## src/rtl/prog_loader_pkg.sv

```systemverilog
// ============================================================================
// prog_loader_pkg
// Shared definitions for the program loader: the loader state encoding, the
// eight Brainfuck opcode byte values used by the optional opcode filter, and
// the default terminator byte that ends a load.
// Optional feature macro: PROG_LOADER_FILTER_EN (see prog_loader.sv).
// No ports (package).
// ============================================================================
package prog_loader_pkg;

   // Loader states: idle after reset, streaming bytes, writing the 0x00
   // terminator, and holding the final length/overflow report.
   typedef enum logic [1:0] {
      IDLE = 2'd0,
      LOAD = 2'd1,
      TERM = 2'd2,
      DONE = 2'd3
   } state_t;

   // Brainfuck opcode bytes: + - < > [ ] . ,
   localparam logic [7:0] OP_INC        = 8'h2B;
   localparam logic [7:0] OP_DEC        = 8'h2D;
   localparam logic [7:0] OP_LEFT       = 8'h3C;
   localparam logic [7:0] OP_RIGHT      = 8'h3E;
   localparam logic [7:0] OP_LOOP_OPEN  = 8'h5B;
   localparam logic [7:0] OP_LOOP_CLOSE = 8'h5D;
   localparam logic [7:0] OP_OUT        = 8'h2E;
   localparam logic [7:0] OP_IN         = 8'h2C;

   // '!' ends a load and is never stored itself.
   localparam logic [7:0] TERM_CHAR_DEFAULT = 8'h21;

endpackage

```

## src/rtl/bf_opcode_filter.sv

```systemverilog
// ============================================================================
// bf_opcode_filter
// Combinational classifier: flags whether an incoming byte is one of the eight
// Brainfuck opcodes. Only compiled and used when PROG_LOADER_FILTER_EN is
// defined; in the default build this file contributes nothing.
// Ports:
//   data       in   DATA_WIDTH  byte to classify
//   is_opcode  out  1           high when data is one of + - < > [ ] . ,
// ============================================================================
`ifdef PROG_LOADER_FILTER_EN
module bf_opcode_filter
   import prog_loader_pkg::*;
#(
   parameter int DATA_WIDTH = 8
) (
   input  logic [DATA_WIDTH-1:0] data,
   output logic                  is_opcode
);

   // Direct compare against each opcode, widened to the data width so any
   // upper bits must be zero for a match.
   always_comb begin
      is_opcode = (data == DATA_WIDTH'(OP_INC))        ||
                  (data == DATA_WIDTH'(OP_DEC))        ||
                  (data == DATA_WIDTH'(OP_LEFT))       ||
                  (data == DATA_WIDTH'(OP_RIGHT))      ||
                  (data == DATA_WIDTH'(OP_LOOP_OPEN))  ||
                  (data == DATA_WIDTH'(OP_LOOP_CLOSE)) ||
                  (data == DATA_WIDTH'(OP_OUT))        ||
                  (data == DATA_WIDTH'(OP_IN));
   end

endmodule
`endif

```

## src/rtl/prog_loader.sv

```systemverilog
// ============================================================================
// prog_loader
// Writer side of the program-memory port. Takes a byte stream (e.g. from a
// UART receiver) and writes it into program RAM at addresses 0,1,2,...
// A TERM_CHAR byte ends the load; a 0x00 terminator is then written at the
// next free address, and the program length and overflow status are reported.
// The top RAM word (NUM_WORDS-1) is reserved for that terminator.
//
// Optional feature macro: PROG_LOADER_FILTER_EN
//   defined     : accepted bytes that are not Brainfuck opcodes (and not
//                 TERM_CHAR) are consumed but neither written nor counted.
//   not defined : every non-TERM_CHAR byte is written verbatim.
//
// Ports:
//   clk       in   1           clock, rising edge
//   rst_n     in   1           synchronous active-low reset
//   start     in   1           pulse: begin a new load (only from IDLE/DONE)
//   in_valid  in   1           in_data holds a byte
//   in_ready  out  1           byte accepted when in_valid & in_ready
//   in_data   in   DATA_WIDTH  incoming program byte
//   wen       out  1           RAM write enable (one pulse per write)
//   waddr     out  ADDR_WIDTH  RAM write address
//   wdata     out  DATA_WIDTH  RAM write data
//   busy      out  1           high in LOAD and TERM
//   done      out  1           high in DONE until next start or reset
//   prog_len  out  ADDR_WIDTH  bytes stored, excluding the terminator
//   overflow  out  1           sticky: program too long; cleared by start
// ============================================================================
module prog_loader
   import prog_loader_pkg::*;
#(
   parameter int                    DATA_WIDTH = 8,
   parameter int                    ADDR_WIDTH = 8,
   parameter int                    NUM_WORDS  = 256,
   parameter logic [DATA_WIDTH-1:0] TERM_CHAR  = DATA_WIDTH'(TERM_CHAR_DEFAULT)
) (
   input  logic                  clk,
   input  logic                  rst_n,
   input  logic                  start,
   input  logic                  in_valid,
   output logic                  in_ready,
   input  logic [DATA_WIDTH-1:0] in_data,
   output logic                  wen,
   output logic [ADDR_WIDTH-1:0] waddr,
   output logic [DATA_WIDTH-1:0] wdata,
   output logic                  busy,
   output logic                  done,
   output logic [ADDR_WIDTH-1:0] prog_len,
   output logic                  overflow
);

   // Last RAM address; reserved for the terminator, so a program byte that
   // arrives while the counter sits here means the program is too long.
   localparam logic [ADDR_WIDTH-1:0] LAST_ADDR = ADDR_WIDTH'(NUM_WORDS - 1);

   state_t                state;
   logic [ADDR_WIDTH-1:0] addr;
   logic                  accept;
   logic                  is_opcode;

`ifdef PROG_LOADER_FILTER_EN
   bf_opcode_filter #(
      .DATA_WIDTH (DATA_WIDTH)
   ) u_filter (
      .data      (in_data),
      .is_opcode (is_opcode)
   );
`else
   assign is_opcode = 1'b1;
`endif

   // Ready depends on state only, so the upstream source never sees a
   // combinational path from its own valid back to ready.
   assign in_ready = (state == LOAD);
   assign accept   = in_valid && in_ready;

   // Single state machine with all outputs registered. A stored byte is
   // written one cycle after its handshake; the terminator write is issued on
   // entry to TERM so wen/waddr/wdata are valid during the TERM cycle itself.
   always_ff @(posedge clk) begin
      if (!rst_n) begin
         state    <= IDLE;
         addr     <= '0;
         wen      <= 1'b0;
         waddr    <= '0;
         wdata    <= '0;
         busy     <= 1'b0;
         done     <= 1'b0;
         prog_len <= '0;
         overflow <= 1'b0;
      end else begin
         wen <= 1'b0;
         case (state)
            IDLE, DONE: begin
               if (start) begin
                  state    <= LOAD;
                  addr     <= '0;
                  prog_len <= '0;
                  overflow <= 1'b0;
                  busy     <= 1'b1;
                  done     <= 1'b0;
               end
            end
            LOAD: begin
               if (accept) begin
                  if (in_data == TERM_CHAR) begin
                     state    <= TERM;
                     wen      <= 1'b1;
                     waddr    <= addr;
                     wdata    <= '0;
                     prog_len <= addr;
                  end else if (is_opcode) begin
                     // Filtered-out bytes fall through here: consumed, but
                     // they neither write nor use up capacity.
                     if (addr == LAST_ADDR) begin
                        overflow <= 1'b1;
                        state    <= TERM;
                        wen      <= 1'b1;
                        waddr    <= addr;
                        wdata    <= '0;
                        prog_len <= addr;
                     end else begin
                        wen   <= 1'b1;
                        waddr <= addr;
                        wdata <= in_data;
                        addr  <= addr + ADDR_WIDTH'(1);
                     end
                  end
               end
            end
            TERM: begin
               state <= DONE;
               busy  <= 1'b0;
               done  <= 1'b1;
            end
            default: begin
               state <= IDLE;
            end
         endcase
      end
   end

endmodule

```

## config.mk

```make
export PLATFORM = sky130hd
export DESIGN_NAME = prog_loader
export DESIGN_NICKNAME = d
export VERILOG_FILES = /design/src/rtl/prog_loader_pkg.sv /design/src/rtl/bf_opcode_filter.sv /design/src/rtl/prog_loader.sv
export SDC_FILE = /design/constraint.sdc
export NUM_CORES = 1
export LEC_CHECK = 0
export ABC_AREA = 1
export CAP_MARGIN = 20
export CORE_MARGIN = 2
export CORE_UTILIZATION = 35
export DETAILED_ROUTE_END_ITERATION = 10
export PLACE_DENSITY = 0.69
export SYNTH_ARGS = -nofsm -noshare
export SYNTH_HDL_FRONTEND = slang
export SYNTH_SLANG_ARGS = --single-unit
export TNS_END_PERCENT = 1
```

## constraint.sdc

```tcl
create_clock -name clk -period 2.5 [get_ports clk]
set_input_delay 0.375 -clock clk [delete_from_list [all_inputs] [get_ports clk]]
set_output_delay 0.375 -clock clk [all_outputs]
set_load 0.01 [all_outputs]
```

Word-level counts from Yosys, hierarchy flattened. Cells that the tools add are included.

Register bits: 38. Output and inout bits: 29. Word-level logic and storage cells: 58.

Add/sub/neg operators: 1. Eq/ne operators: 11. Muxes and demuxes: 25. Reduce and logical (&&, ||, !) cells: 12.

Operators by type and width (number): 8-bit 2-to-1 mux (9); 8-bit case mux with 2 select lines (2); 5-bit AND reduction (2); 8-bit by 1-bit adder with 8-bit output, second input constant (1); 8-bit by 6-bit equality test with 1-bit output, second input constant (1); 8-bit equality test, second input constant (1); 2-bit 2-to-1 mux (4); 1-bit 2-to-1 mux (6); 2-bit inequality test, second input constant (3); 1-bit case mux with 2 select lines (3); 2-bit case mux with 3 select lines (1); 2-bit AND reduction (3); 2-bit equality test, second input constant (2); 2-bit by 1-bit inequality test with 1-bit output, second input constant (2); 4-bit AND reduction (1); 2-bit nonzero test (2); 3-bit by 1-bit inequality test with 1-bit output, second input constant (1); 3-bit AND reduction (1); 2-bit by 1-bit equality test with 1-bit output, second input constant (1); 2-bit logical NOT (1); 2-bit OR reduction (1); 1-bit logical AND (1).

Depth between registers and ports, before layout.
Depth in word-level cells: 5. Mapped depth: 10. Gate-level depth less buffers: 9.

Worst setup path after synthesis. Ideal clock, no wire load.

Path kind: register to register. From: register state[0]. To: register prog_len[0]. Data arrival time: 1461 ps. Slack: 907 ps. Stages on the path, launching flop included: 10. Path buffers: 1. Period minus slack after synthesis: 1593 ps. Cell sequence: dfxtp_1 inv_1 ha_1 nand2_1 nand2_1 nor2_2 buf_2 nand2_1 nand2_1 a21oi_1.

Word-level cells in the longest chain between the ends: 4. Elaborated cells on any way between the ends: 11.

RTL lines: start: declaration (RTL line prog_loader.sv:56) `state_t state;`; start signal: assignment (RTL line prog_loader.sv:82) `state <= IDLE;`; start signal: assignment (RTL line prog_loader.sv:96) `state <= LOAD;`; start signal: assignment (RTL line prog_loader.sv:107) `state <= TERM;`; 2-bit equality test (tied with other cells) (RTL line prog_loader.sv:93) `case (state)`; 2-bit OR reduction or 1-bit logical AND (tied branches) (RTL line prog_loader.sv:93, prog_loader.sv:75); 2-bit inequality test (no source line) (tied with other cells); 4-bit AND reduction (no source line); end signal: assignment (RTL line prog_loader.sv:111) `prog_len <= addr;`; end signal: assignment (RTL line prog_loader.sv:121) `prog_len <= addr;`; end: declaration (RTL line prog_loader.sv:48) `output logic [ADDR_WIDTH-1:0] prog_len,`.

Several ways; a longest one is shown, not always the timed one. A chain may end at the register's enable or synchronous reset.

Final worst setup path.
From: register state[1]. To: output port in_ready.

Word-level cells in the longest chain between the ends: 1.

RTL lines: 2-bit by 1-bit equality test with 1-bit output (RTL line prog_loader.sv:74) `assign in_ready = (state == LOAD);`; end: declaration (RTL line prog_loader.sv:41) `output logic in_ready,`.

Every way passes these cells.

==> out/summary.txt <==
static leakage -> 1.055 nW
total global routing overflow -> 0
Final Cycle Share -> 83.97%
total track usage -> 15.94%
Critical Path Max Stage Delay -> 620 ps
first-pass GRT wire length -> 7.555 mm
Logic pwr share -> 36.1%
headroom to the max-slew limit -> 72.13%
Net Switching -> 0.7639 mW
Worst R2R Start -> state[0]$_SDFFE_PN0P_
Synth Net Count -> 277
Setup Viol. Count Final -> 0
root buf cell -> clkbuf_8
R2R setup slack -> 620 ps
cell area power density -> 876.7 nW/um^2
Initial Util -> 35.92%
fin nets -> 319
status -> complete, no violations
clock power share -> 29.8%
Synth Area in Compound Gates -> 9.609%
Worst EP arrival -> 1720 ps
syn_area_per_cell -> 6.985 um^2
Slowest-stage cell, CP -> clkdlybuf4s50_1
Synth Area in XOR/XNOR -> 0%
Least-Margin Pin Slew -> 418.1 ps
unrepaired setup endpoints after global routing -> no
critical path type -> flip-flop to output pin
leading post-synthesis cells by cell area -> dfxtp_1 (42%), nand2_1 (15%), inv_1 (7.8%)
Final Util -> 47.88%
reg-to-reg endpoint -> addr[5]$_SDFFE_PN0P_
Worst IR Drop VDD -> 0.0005863 V
Crit path max-delay family -> buffers and inverters
startpoint types -> flip-flop
Post-Synthesis Cells -> 261
postcts setup bufs -> 0
vias post-DR -> 1746
Period minus WS final -> 2099 ps
Bufs and invs on worst path -> 2
Highest Clock Rate -> 476.4 MHz
synthesized flop and latch total -> 38
area share of the largest cell type after synthesis -> 41.73%
Worst-Skew Late Latency -> 300 ps
clock buffer depth -> 2
Diodes inserted -> 0
CP Capture Type -> output pin
DRT iter0 DRCs -> 98
largest family of logic cells by synthesized area -> simple AND/OR/NAND/NOR gates
GPL Wtd Cong -> 0.8523
cell internal pwr -> 1.366 mW
Worst EP required -> 2120 ps
Final Skew -> 6.517 ps
CTS Buf Count -> 5
Reg clk slew, reported paths -> 80 ps
Yosys warning total -> 0
Synth Area in Simple Gates -> 35.00%
crit path to -> in_ready
Sink Count -> 38
DIE WIDTH -> 76.17 um
hpwl dp -> 3.131 mm
setup TNS -> 0 ps
hold violation total from the final report -> 0
CTS tree -> yes
# port buffers -> 40
final slew viol count -> 0
Reg power frac -> 34.1%
die footprint -> 5802 um^2
sw frac -> 35.86%
cell taking the most area after synthesis -> dfxtp_1
pin count of the biggest net entering global routing -> 21
post-synthesis mux area share -> 0%
hold crit path type -> flip-flop to flip-flop
worst-path cell chain -> inv_1 -> ha_1 -> clkdlybuf4s50_1
Post-CTS Resized -> 0
drt pass-1 iters -> 4
final wirelength -> 4.316 mm
hold_buf cts -> 0
Post-Syn Area -> 1823 um^2
Die Y -> 76.17 um
Worst Setup SP -> state[1]$_SDFFE_PN0P_
Synth cell types -> 22
share of cells above drive strength 1 -> 7.566%
initial antenna violation count -> 0
DRC violations left -> 0
R2R depth -> 10
number of cells on the critical path -> 3
maxcap violations -> 0
Adder-Cell Fraction of Synth Area -> 2.745%
num rows -> 26
Area growth syn-to-layout -> 33.29%
critical-path maximum fanout -> 10
# IOs -> 41
core area -> 5075 um^2
WL/cell -> 11.54 um
DRT antenna net count -> 0
vias in the first global route -> 1673
H-tree depth -> 2
post-synthesis sequential area ratio -> 41.73%
Via density -> 4.668
tightest hold or removal path: stages, from the launching register on:
cell	delay, ps
dfxtp_1	310
nand2_1	60
a21oi_1	50
sequential cells by signal (all words and copies together), names as in the netlist:
register  flops
busy          1
overflow      1
done          1
wdata         8
wen           1
addr          8
state         2
prog_len      8
waddr         8
metrics by stage:
stage	instance area, um^2	setup WS [ps]	hold slack [ps]	total power, mW	cells
after CTS	2430	410.7	468.2	2.144	374
final	2430	400.9	465.4	2.130	374
after detailed placement	2292	467.9	453.8	1.508	366
after global routing	2430	360.7	488.6	2.290	374
after floorplan	1823	906.7	455.9	1.289	261
after global placement	2292	466.0	449.7	1.496	366
cells by family (layout without fill, tap and decap cells):
family | count (synthesis) | after routing
buffers and inverters | 48 | 91
and+or+nand+nor | 136 | 136
DFF | 38 | 38
AOI/OAI and AO/OA | 35 | 35
adders and majority gates | 4 | 4
power by group through the flow:
stage / Clock, mW / Sequential (mW) / Combinational [mW]
floorplan: 0 / 0.751 / 0.538
global route: 0.676 / 0.739 / 0.876
detailed placement: 0 / 0.742 / 0.766
finish: 0.635 / 0.727 / 0.768
global placement: 0 / 0.740 / 0.756
CTS: 0.645 / 0.728 / 0.770
cell type report:
class                   count  area, um^2
clock buffers               5       68.82
clock inverters             3       68.82
fillers                   532        2645
inverters                  38       142.6
multi-input cells         175       863.3
flip-flops and latches     38       760.7
well taps                  70       87.58
repair buffers             45       437.9
cells in the mapped netlist (all sizes together):
cell	instances
nand3	26
clkbuf	4
dfxtp	38
ha	4
o21ai	9
nand4	9
a21oi	26
nor3b	1
nor2	23
buf	6
inv	38
nand2	77
worst min path at each step:
| stage | startpoint | end | slack, ps | cells past startpoint |
|---|---|---|---|---|
| floorplan | state[1]$_SDFFE_PN0P_ | state[1]$_SDFFE_PN0P_ | 460 | 2 |
| global placement | overflow$_SDFFE_PN0P_ | overflow$_SDFFE_PN0P_ | 450 | 2 |
| detailed placement | overflow$_SDFFE_PN0P_ | overflow$_SDFFE_PN0P_ | 450 | 2 |
| CTS | prog_len[4]$_SDFFE_PN0P_ | prog_len[4]$_SDFFE_PN0P_ | 470 | 2 |
| global route | wdata[6]$_SDFFE_PN0P_ | wdata[6]$_SDFFE_PN0P_ | 490 | 2 |
| finish | prog_len[4]$_SDFFE_PN0P_ | prog_len[4]$_SDFFE_PN0P_ | 470 | 2 |
routing by layer:
layer	global-route usage (%)	vias to the layer above	routed length, um
li1	-	905	-
met1	18.84	787	1953
met2	27.32	46	2056
met3	4.028	8	211
met4	7.091	0	95
met5	0	-	0
placed cells by master (no fill, tap or decap), types with 2 or more instances in the layout:
cell type and n:
o21ai_0 3, clkbuf_8 5, inv_1 38, nand3_1 23, nand2_1 74, bufinv_16 2, clkdlybuf4s50_1 40, nand3_2 2
ha_1 4, o21ai_1 6, buf_4 5, a21oi_1 26, nand2_2 2, nor2_1 19, dfxtp_1 38, nor2_4 2
nand4_1 9
No activity file was read; power rests on OpenSTA's default activity.
